===== config.mk =====
export PLATFORM = sky130hd
export DESIGN_NAME = assert_event_collector
export DESIGN_NICKNAME = d
export VERILOG_FILES = /design/src/rtl/assert_event_collector.sv
export SDC_FILE = /design/constraint.sdc
export NUM_CORES = 1
export LEC_CHECK = 0
export CAP_MARGIN = 10
export CORE_MARGIN = 2
export CORE_UTILIZATION = 45
export CTS_CLUSTER_DIAMETER = 80
export DETAILED_ROUTE_END_ITERATION = 8
export PLACE_DENSITY = 0.66
export SETUP_SLACK_MARGIN = 0.05
export SLEW_MARGIN = 20
export SYNTH_ARGS = -nofsm -noshare
export SYNTH_HDL_FRONTEND = slang
export SYNTH_SLANG_ARGS = --single-unit

===== constraint.sdc =====
create_clock -name clk -period 11.2 [get_ports clk]
set_clock_uncertainty 0.1 [all_clocks]
set_input_delay 2.24 -clock clk [delete_from_list [all_inputs] [get_ports clk]]
set_output_delay 2.24 -clock clk [all_outputs]
set_load 0.03 [all_outputs]

===== src/rtl/assert_event_collector.sv =====
`default_nettype none
// +----------------------------------------------------------------------------+
// | Module      : assert_event_collector                                       |
// | Description : Gathers per-source assertion-failure pulses, queues reports  |
// |               round-robin into a FIFO and keeps saturating counters.       |
// | Revision    : 1.0                                                          |
// +----------------------------------------------------------------------------+
module assert_event_collector #(
    parameter int N_SRC = 4,
    parameter int DEPTH = 4,
    parameter int CNT_W = 16
) (
    input  logic                       clk,
    input  logic                       rst_n,
    input  logic [N_SRC-1:0]           fail_i,
    input  logic                       ctl_valid_i,
    input  logic [1:0]                 ctl_op_i,
    input  logic [N_SRC-1:0]           ctl_mask_i,
    output logic [N_SRC-1:0]           en_o,
    output logic                       rpt_valid_o,
    input  logic                       rpt_ready_i,
    output logic [$clog2(N_SRC)-1:0]   rpt_src_o,
    output logic [CNT_W-1:0]           rpt_seq_o,
    output logic [CNT_W-1:0]           fail_cnt_o,
    output logic [CNT_W-1:0]           drop_cnt_o
);

    localparam int         c_src_w   = $clog2(N_SRC);
    localparam int         c_aw      = $clog2(DEPTH);
    localparam int         c_ext_w   = CNT_W + 1;
    localparam logic [1:0] c_op_on   = 2'b01;
    localparam logic [1:0] c_op_off  = 2'b10;
    localparam logic [1:0] c_op_kill = 2'b11;

    logic [N_SRC-1:0]   r_en;
    logic [N_SRC-1:0]   r_pend;
    logic [c_src_w-1:0] r_rr;
    logic [CNT_W-1:0]   r_seq;
    logic [CNT_W-1:0]   r_fail_cnt;
    logic [CNT_W-1:0]   r_drop_cnt;
    logic [c_aw:0]      r_wptr;
    logic [c_aw:0]      r_rptr;
    logic [c_src_w-1:0] r_mem_src [DEPTH];
    logic [CNT_W-1:0]   r_mem_seq [DEPTH];

    logic [N_SRC-1:0]   w_kill;
    logic [N_SRC-1:0]   w_acc;
    logic [N_SRC-1:0]   w_cand;
    logic [N_SRC-1:0]   w_deq;
    logic [N_SRC-1:0]   w_drop;
    logic               w_empty;
    logic               w_full;
    logic               w_pop;
    logic               w_push;
    logic               w_gnt_vld;
    logic [c_src_w-1:0] w_gnt_idx;
    logic [c_src_w-1:0] w_nrr;
    logic [c_ext_w-1:0] w_fail_sum;
    logic [c_ext_w-1:0] w_drop_sum;
    logic [CNT_W-1:0]   w_fail_nxt;
    logic [CNT_W-1:0]   w_drop_nxt;

    // Gating uses the pre-edge enables; only KILL masks acceptance in its own cycle.
    assign w_kill  = (ctl_valid_i && ctl_op_i == c_op_kill) ? ctl_mask_i : '0;
    assign w_acc   = fail_i & r_en & ~w_kill;
    assign w_cand  = r_pend & ~w_kill;

    assign w_empty = (r_wptr == r_rptr);
    assign w_full  = (r_wptr[c_aw] != r_rptr[c_aw]) &&
                     (r_wptr[c_aw-1:0] == r_rptr[c_aw-1:0]);
    assign w_pop   = !w_empty && rpt_ready_i;

    always_comb begin
        w_gnt_vld = 1'b0;
        w_gnt_idx = '0;
        for (int i = 0; i < N_SRC; i++) begin
            if (!w_gnt_vld && w_cand[c_src_w'((int'(r_rr) + i) % N_SRC)]) begin
                w_gnt_vld = 1'b1;
                w_gnt_idx = c_src_w'((int'(r_rr) + i) % N_SRC);
            end
        end
    end

    assign w_push = w_gnt_vld && (!w_full || w_pop);
    assign w_nrr  = c_src_w'((int'(w_gnt_idx) + 1) % N_SRC);
    assign w_deq  = w_push ? (N_SRC'(1) << w_gnt_idx) : '0;
    assign w_drop = w_acc & r_pend & ~w_deq;

    always_comb begin
        w_fail_sum = {1'b0, r_fail_cnt};
        w_drop_sum = {1'b0, r_drop_cnt};
        for (int k = 0; k < N_SRC; k++) begin
            w_fail_sum = w_fail_sum + c_ext_w'(w_acc[k]);
            w_drop_sum = w_drop_sum + c_ext_w'(w_drop[k]);
        end
    end

    // A carry out of the counter width means the count saturates.
    assign w_fail_nxt = w_fail_sum[CNT_W] ? '1 : w_fail_sum[CNT_W-1:0];
    assign w_drop_nxt = w_drop_sum[CNT_W] ? '1 : w_drop_sum[CNT_W-1:0];

    always_ff @(posedge clk or negedge rst_n) begin
        if (!rst_n) begin
            r_en       <= '1;
            r_pend     <= '0;
            r_rr       <= '0;
            r_seq      <= '0;
            r_fail_cnt <= '0;
            r_drop_cnt <= '0;
            r_wptr     <= '0;
            r_rptr     <= '0;
        end else begin
            if (ctl_valid_i) begin
                case (ctl_op_i)
                    c_op_on:             r_en <= r_en | ctl_mask_i;
                    c_op_off, c_op_kill: r_en <= r_en & ~ctl_mask_i;
                    default:             r_en <= r_en;
                endcase
            end
            r_pend     <= (r_pend & ~w_deq & ~w_kill) | w_acc;
            r_fail_cnt <= w_fail_nxt;
            r_drop_cnt <= w_drop_nxt;
            if (w_push) begin
                r_seq  <= r_seq + CNT_W'(1);
                r_rr   <= w_nrr;
                r_wptr <= r_wptr + (c_aw + 1)'(1);
            end
            if (w_pop) begin
                r_rptr <= r_rptr + (c_aw + 1)'(1);
            end
        end
    end

    // Storage needs no reset: the pointers alone define which slots are live.
    always_ff @(posedge clk) begin
        if (w_push) begin
            r_mem_src[r_wptr[c_aw-1:0]] <= w_gnt_idx;
            r_mem_seq[r_wptr[c_aw-1:0]] <= r_seq;
        end
    end

    assign en_o        = r_en;
    assign rpt_valid_o = !w_empty;
    assign rpt_src_o   = r_mem_src[r_rptr[c_aw-1:0]];
    assign rpt_seq_o   = r_mem_seq[r_rptr[c_aw-1:0]];
    assign fail_cnt_o  = r_fail_cnt;
    assign drop_cnt_o  = r_drop_cnt;

endmodule
`default_nettype wire

Word-level counts from Yosys, hierarchy flattened

Memory sizes are Yosys's and may differ from the RTL's.
Cells that the tools add are included.

Flip-flop bits (word level): 64
Bits in writable memories: 72
Bits of input ports: 14
Output and inout bits: 55
Logic and storage cells: 92
Memories: 2

Memory list:

| name      | depth | width | rd ports | clocked after Yosys merged registers in | write ports | line | source |
|---|---|---|---|---|---|---|---|
| r_mem_seq | 4     | 16    | 1        | 0                                       | 1           | 44   | `logic [CNT_W-1:0] r_mem_seq [DEPTH];` |
| r_mem_src | 4     | 2     | 1        | 0                                       | 1           | 43   | `logic [c_src_w-1:0] r_mem_src [DEPTH];` |

$add $sub $neg: 15
Magnitude comparators: 4
Equality and inequality tests: 6
Shifts and indexed selects: 1
Muxes and demuxes: 27
Bitwise logic cells: 13
Reductions and logical operators: 16

Operators by type and width:

| operator                | count |
|---|---|
| $add A17 B1 Y17         | 6 |
| $add A16 B1 Y17         | 2 |
| $and A4 B4 Y4           | 8 |
| $mux W16                | 2 |
| $add A16 B1 Y16 const B | 1 |
| $lt A2 B4 Y1 const B    | 4 |
| $mux W1                 | 14 |
| $not A4 Y4              | 3 |
| $bmux W1 S2             | 4 |
| $mux W2                 | 4 |
| $mux W4                 | 2 |
| $or A4 B4 Y4            | 2 |
| $pmux W4 S2             | 1 |
| $logic_and A1 B1 Y1     | 7 |
| $add A3 B1 Y3 const B   | 2 |
| $logic_not A1 Y1        | 5 |
| $add A2 B1 Y2 const B   | 2 |
| $add A2 B2 Y2 const B   | 2 |
| $eq A2 B2 Y1 const B    | 2 |
| $shl A1 B2 Y4 const A   | 1 |
| $eq A3 B3 Y1            | 1 |
| $eq A2 B1 Y1 const B    | 1 |
| $eq A2 B2 Y1            | 1 |
| $reduce_and A2 Y1       | 1 |
| 4 further kinds         | 4 |

Depth between registers and ports, before layout

Depth in word-level cells: 27
Mapped depth: 19
Gate-level depth less buffers: 17

Least setup slack after synthesis

OpenSTA, ideal clock, no wires.

Kind: input to register
Start: input port ctl_op_i[0]
End: register r_drop_cnt[10], in the netlist drop_cnt_o[10]
Library setup time: 123 ps
Arrival time: 5878 ps
Data required time: 10977 ps
Slack: 5099 ps
Stages on the path: 19
Buffers on the path: 2
Cell sequence: buf_2 > nand4_1 > nand2_1 > o32ai_1 > a311oi_1 > nand2_1 > ha_1 > a21oi_1 > nand3_1 > fa_1 > inv_1 > fa_1 > fa_1 > and3_1 > nand3_1 > nor3b_2 > nand3_1 > buf_2 > nand2_1

Word-level cells in the longest chain between the ends: 27
Elaborated cells between the ends (all ways): 43
Those cells by class: add/sub: 4; eq/ne: 1; shift: 1; mux: 23; bitwise: 6; reduce/logical: 8

RTL lines:

| what                                        | line   | source |
|---|---|---|
| from (decl)                                 | 17     | `input logic [1:0] ctl_op_i,` |
| $eq A2 B2 Y1 *                              | 64     | `assign w_kill = (ctl_valid_i && ctl_op_i == c_op_kill) ? ctl_mask_i : '0;` |
| $logic_and A1 B1 Y1 *                       | 64     |  |
| $mux W4 *                                   | 64     |  |
| $not A4 Y4 *                                | 65, 66 |  |
| $and A4 B4 Y4                               | 66     | `assign w_cand = r_pend & ~w_kill;` |
| $bmux W1 S2                                 | 77     | `if (!w_gnt_vld && w_cand[c_src_w'((int'(r_rr) + i) % N_SRC)]) begin` |
| $mux W1 (not written as such) (2 in series) | 77     |  |
| $mux W1                                     | 77     |  |
| [... 10 more ...]                           | -      |  |
| $mux W4                                     | 86     | `assign w_deq = w_push ? (N_SRC'(1) << w_gnt_idx) : '0;` |
| $not A4 Y4                                  | 87     | `assign w_drop = w_acc & r_pend & ~w_deq;` |
| $and A4 B4 Y4 *                             | 87     |  |
| $add A16 B1 Y17                             | 94     | `w_drop_sum = w_drop_sum + c_ext_w'(w_drop[k]);` |
| $add A17 B1 Y17 (2 in series)               | 94     |  |
| $add A17 B1 Y17 *                           | 94     |  |
| $mux W16 *                                  | 100    | `assign w_drop_nxt = w_drop_sum[CNT_W] ? '1 : w_drop_sum[CNT_W-1:0];` |
| net w_drop_nxt[10]                          | 61     | `logic [CNT_W-1:0] w_drop_nxt;` |
| to (signal assigned)                        | 122    | `r_drop_cnt <= w_drop_nxt;` |
| to (decl)                                   | 40     | `logic [CNT_W-1:0] r_drop_cnt;` |

Mark *: on every way through the listed nets, which the timed path passes. The rest lies on a longest branch. The select of a mux whose other input is x is not followed.
A chain may end at the register's enable or synchronous reset.

Worst setup path after layout

Start: input port ctl_valid_i
End: register r_drop_cnt[5], in the netlist drop_cnt_o[5]

Word-level cells in the longest chain between the ends: 26
Elaborated cells between the ends (all ways): 42
Those cells by class: add/sub: 4; shift: 1; mux: 23; bitwise: 6; reduce/logical: 8

RTL lines:

| what                                        | line   | source |
|---|---|---|
| from (decl)                                 | 16     | `input logic ctl_valid_i,` |
| $logic_and A1 B1 Y1 *                       | 64     |  |
| $mux W4 *                                   | 64     |  |
| $not A4 Y4 *                                | 65, 66 |  |
| $and A4 B4 Y4                               | 66     |  |
| $bmux W1 S2                                 | 77     |  |
| $mux W1 (not written as such) (2 in series) | 77     |  |
| $mux W1                                     | 77     |  |
| $logic_not A1 Y1                            | 77     |  |
| [... 9 more ...]                            | -      |  |
| $mux W4                                     | 86     |  |
| $not A4 Y4                                  | 87     |  |
| $and A4 B4 Y4 *                             | 87     |  |
| $add A16 B1 Y17                             | 94     |  |
| $add A17 B1 Y17 (2 in series)               | 94     |  |
| $add A17 B1 Y17 *                           | 94     |  |
| $mux W16 *                                  | 100    |  |
| net w_drop_nxt[5]                           | 61     |  |

Marked as above.

==> out/results.ini <==
[cts]
cts_post_setup_buffers_inserted=0
cts_buffers=17
clock_tree.htree_level_count=4
clock_path_buffers=2
worst_setup_hold_path_clk_slew_ns=0.06
ctsRootBufferMaster=sky130_fd_sc_hd__clkbuf_16
holdBufCountCts=0
tritoncts_num_sinks=136
worst_skew_pair_later_pin_latency_ns=0.41
cts_repair_resize_count=0
tritoncts=done

[synth]
synth_seq_cells=136
synthesis.area_um2=5932
post_synth.cell_area_avg_um2=14.50
leading_register_cell_type_out_of_synthesis=sky130_fd_sc_hd__edfxtp_1
number_of_warning_messages_in_the_yosys_log=0
ys_async_sr_fraction_pct=47.06
syn_inst=409
seq_area_frac_synth_pct=63.53
netlist-cell-type-count=47
synth_edf_count=72
synth.net_count=441

[worst_setup_path]
r2r.worst_path.cells=15
reg2reg_setup_slack_ns=6.29
crit_buf_inv=2
critical_path_required_ns=11.36
critical_path.startpoint_type=input port
critPathMaxFanout=13
path_cells=clkdlybuf4s50_1 -> nand4_1 -> nand2_1 -> o32ai_1 -> a311oi_1 -> nand2_1 -> ha_1 -> a21oi_1 -> nand3_1 -> fa_1 -> inv_1 -> fa_1 -> fa_1 -> and3_1 -> nand3_1 -> nor3b_2 -> nand3_1 -> o21ai_0
critical_path.reg2reg.endpoint=drop_cnt_o[5]$_DFF_PN0_
critical-path-top-delay-family=simple AND/OR/NAND/NOR gates
timing.setup.critical_path_class=input port to flip-flop
regToRegStartpoint=r_rptr[1]$_DFFE_PN0P_
critical-path-max-stage-delay_ns=0.68
timing.critical_path.to_type=flip-flop
worst_endpoint_data_arrival_time_ns=6.97
critical_path.slowest_cell=sky130_fd_sc_hd__clkdlybuf4s50_1

[sta]
slew-limit-headroom_pct=29.68
tns_setup_ns=0
fmax_mhz=146.8
layout_min_cycle_time_ns=6.812
grt_setup_unrepaired=no
max_slew.worst_pin.slew_ns=1.055
min_period_over_period_pct=60.82
setup_viol_count_final=0
timing.final.hold_violations=0
timing_max_transition_violations_final=0

[drt]
drt-wirelength-per-cell_um=16.46
postRouteWirelength_mm=11.05
remaining_drc_errors=0
detailedRoute.firstIterationViolations=315
vias=3586
first_pass_drt_iterations=4
ant_nets=0
vias_per_cell=5.344

[placed_design]
globalplace.congestion=0.8482
port-buffer-count=68
dpl.hpwl_mm=6.926
dpl_cell_area_um2=6778

[grt]
grt_start_max_net_pins=65
grt_antenna_before_repair=0
grt_util_all_layers_pct=16.86
grt_pass1_wl_mm=18.42
grt-ovfl-total=0
first_global_vias=3682

[layout]
final_nets=518
fill_cells=1067
area_of_the_multi_input_gates_um2=2062
layout_commonest_cell=sky130_fd_sc_hd__edfxtp_1
antenna_cells_inserted=0
most_frequent_cells_in_the_layout=72 x sky130_fd_sc_hd__edfxtp_1, 67 x sky130_fd_sc_hd__clkdlybuf4s50_1, 60 x sky130_fd_sc_hd__dfrtp_1
ff_latch_area_um2=3769
area.growth.synth_to_final_pct=23.79
drive_gt1_share_pct=13.23
post-route-cell-area_um2=7343

[outcome]
status=finished, final reports clean

[pwr]
vdd_ir_drop_max_mv=0.1353
power.density_nw_per_um2=311.9
leakagePower_nw=2.899

[worst_hold_path]
min-delay-path-class=flip-flop to flip-flop
hold_end=r_wptr[2]$_DFFE_PN0N_
hold_path_startpoint=r_wptr[2]$_DFFE_PN0N_
worst_hold_path.num_cells=1

[floorplan]
num_io_pins=69
start_util_pct=46.63
total_core_area_um2=12720
floorplan.die.width_um=118.8
die_area_um2=14120
standard_cell_rows=41
die-height_um=118.8

[job]
drv_cap=0

## Yosys cell counts, types with 10 or more instances
library cell               count  share of area (%)
sky130_fd_sc_hd__and3_1       15                1.6
sky130_fd_sc_hd__edfxtp_1     72                 36
sky130_fd_sc_hd__a21oi_1      10               0.84
sky130_fd_sc_hd__dfrtp_1      60                 25
sky130_fd_sc_hd__mux4_2       18                6.8
sky130_fd_sc_hd__xnor2_1      29                4.3
sky130_fd_sc_hd__nand4_1      19                2.0
sky130_fd_sc_hd__nand2_1      41                2.6
sky130_fd_sc_hd__nand3_1      13                1.1
sky130_fd_sc_hd__ha_1         12                2.5
sky130_fd_sc_hd__nor2_1       13               0.82
sky130_fd_sc_hd__xor2_1       10                1.5
## area by class of cell
class | count | area share [%]
timing repair buffer | 71 | 9.508
inverter | 9 | 0.4600
clock inverter | 10 | 1.380
tap | 172 | 2.931
clock buffer | 22 | 6.321
multi-input combinational | 251 | 28.08
sequential | 136 | 51.32
## worst register-to-register path: stages (launching register included)
cell and delay, ns:
sky130_fd_sc_hd__dfrtp_1 0.98, sky130_fd_sc_hd__xnor2_1 0.23, sky130_fd_sc_hd__and4b_1 0.29, sky130_fd_sc_hd__a41oi_2 0.04, sky130_fd_sc_hd__buf_4 0.25, sky130_fd_sc_hd__a21oi_1 0.23
sky130_fd_sc_hd__nand3_1 0.12, sky130_fd_sc_hd__fa_1 0.51, sky130_fd_sc_hd__inv_1 0.05, sky130_fd_sc_hd__fa_1 0.45, sky130_fd_sc_hd__fa_1 0.40, sky130_fd_sc_hd__and3_1 0.22
sky130_fd_sc_hd__nand3_1 0.21, sky130_fd_sc_hd__nor3b_2 0.12, sky130_fd_sc_hd__nand3_1 0.40, sky130_fd_sc_hd__o21ai_0 0.17
## cell families (layout without fill, tap and decap cells)
group / Yosys count / in the layout / synth area share, %
compound gates: 31 / 31 / 3.417
simple gates: 138 / 138 / 12.87
flops: 136 / 136 / 63.53
mux: 25 / 25 / 8.163
xor+xnor: 39 / 39 / 5.758
fa+ha+maj: 18 / 18 / 4.556
buf+inv: 22 / 112 / 1.708
## state kept, by name, summed over array words and instances, names as in the netlist, named ones only
signal / flops
drop_cnt_o: 16
r_rptr: 3
r_seq: 16
r_mem_src: 8
r_rr: 2
r_mem_seq: 64
r_pend: 4
fail_cnt_o: 16
r_wptr: 3
## worst max path at each step
stage                            from                       end  slack (ns)  cells past startpoint
after detailed placement  ctl_valid_i   drop_cnt_o[5]$_DFF_PN0_        3.95                     18
after CTS                 ctl_valid_i   drop_cnt_o[5]$_DFF_PN0_        4.39                     18
after global routing      ctl_valid_i   drop_cnt_o[5]$_DFF_PN0_        3.95                     18
final                     ctl_valid_i   drop_cnt_o[5]$_DFF_PN0_        4.39                     18
after global placement    ctl_valid_i   drop_cnt_o[5]$_DFF_PN0_        4.10                     18
after floorplan           ctl_op_i[0]  drop_cnt_o[10]$_DFF_PN0_        5.10                     19
## metal layers
layer / GRT usage (%) / up-vias / routed length [um]
li1: - / 1662 / -
met1: 21.87 / 1818 / 4921
met2: 26.76 / 95 / 5498
met3: 4.502 / 11 / 485
met4: 7.440 / 0 / 140
met5: 0 / - / 0
## power breakdown
group          switching [mW]  total, mW  leakage, nW  internal, mW
sequential              0.117      0.884         1.49         0.767
clock                   0.195      0.531        0.281         0.336
combinational           0.496      0.875         1.13         0.379
## per-stage QoR
step                cells  power, mW  worst slack, ns  util (%)  hold WS, ns
finish                671      2.291            4.388     57.72       0.3860
global route          671      2.425            3.946     57.72       0.4222
CTS                   671      2.324            4.386     57.72       0.3871
detailed placement    639      1.783            3.953     53.27       0.3773
global placement      639      1.755            4.099     53.27       0.3738
floorplan             409      1.458            5.099         -       0.3604
Power figures use the tool's default switching activity.
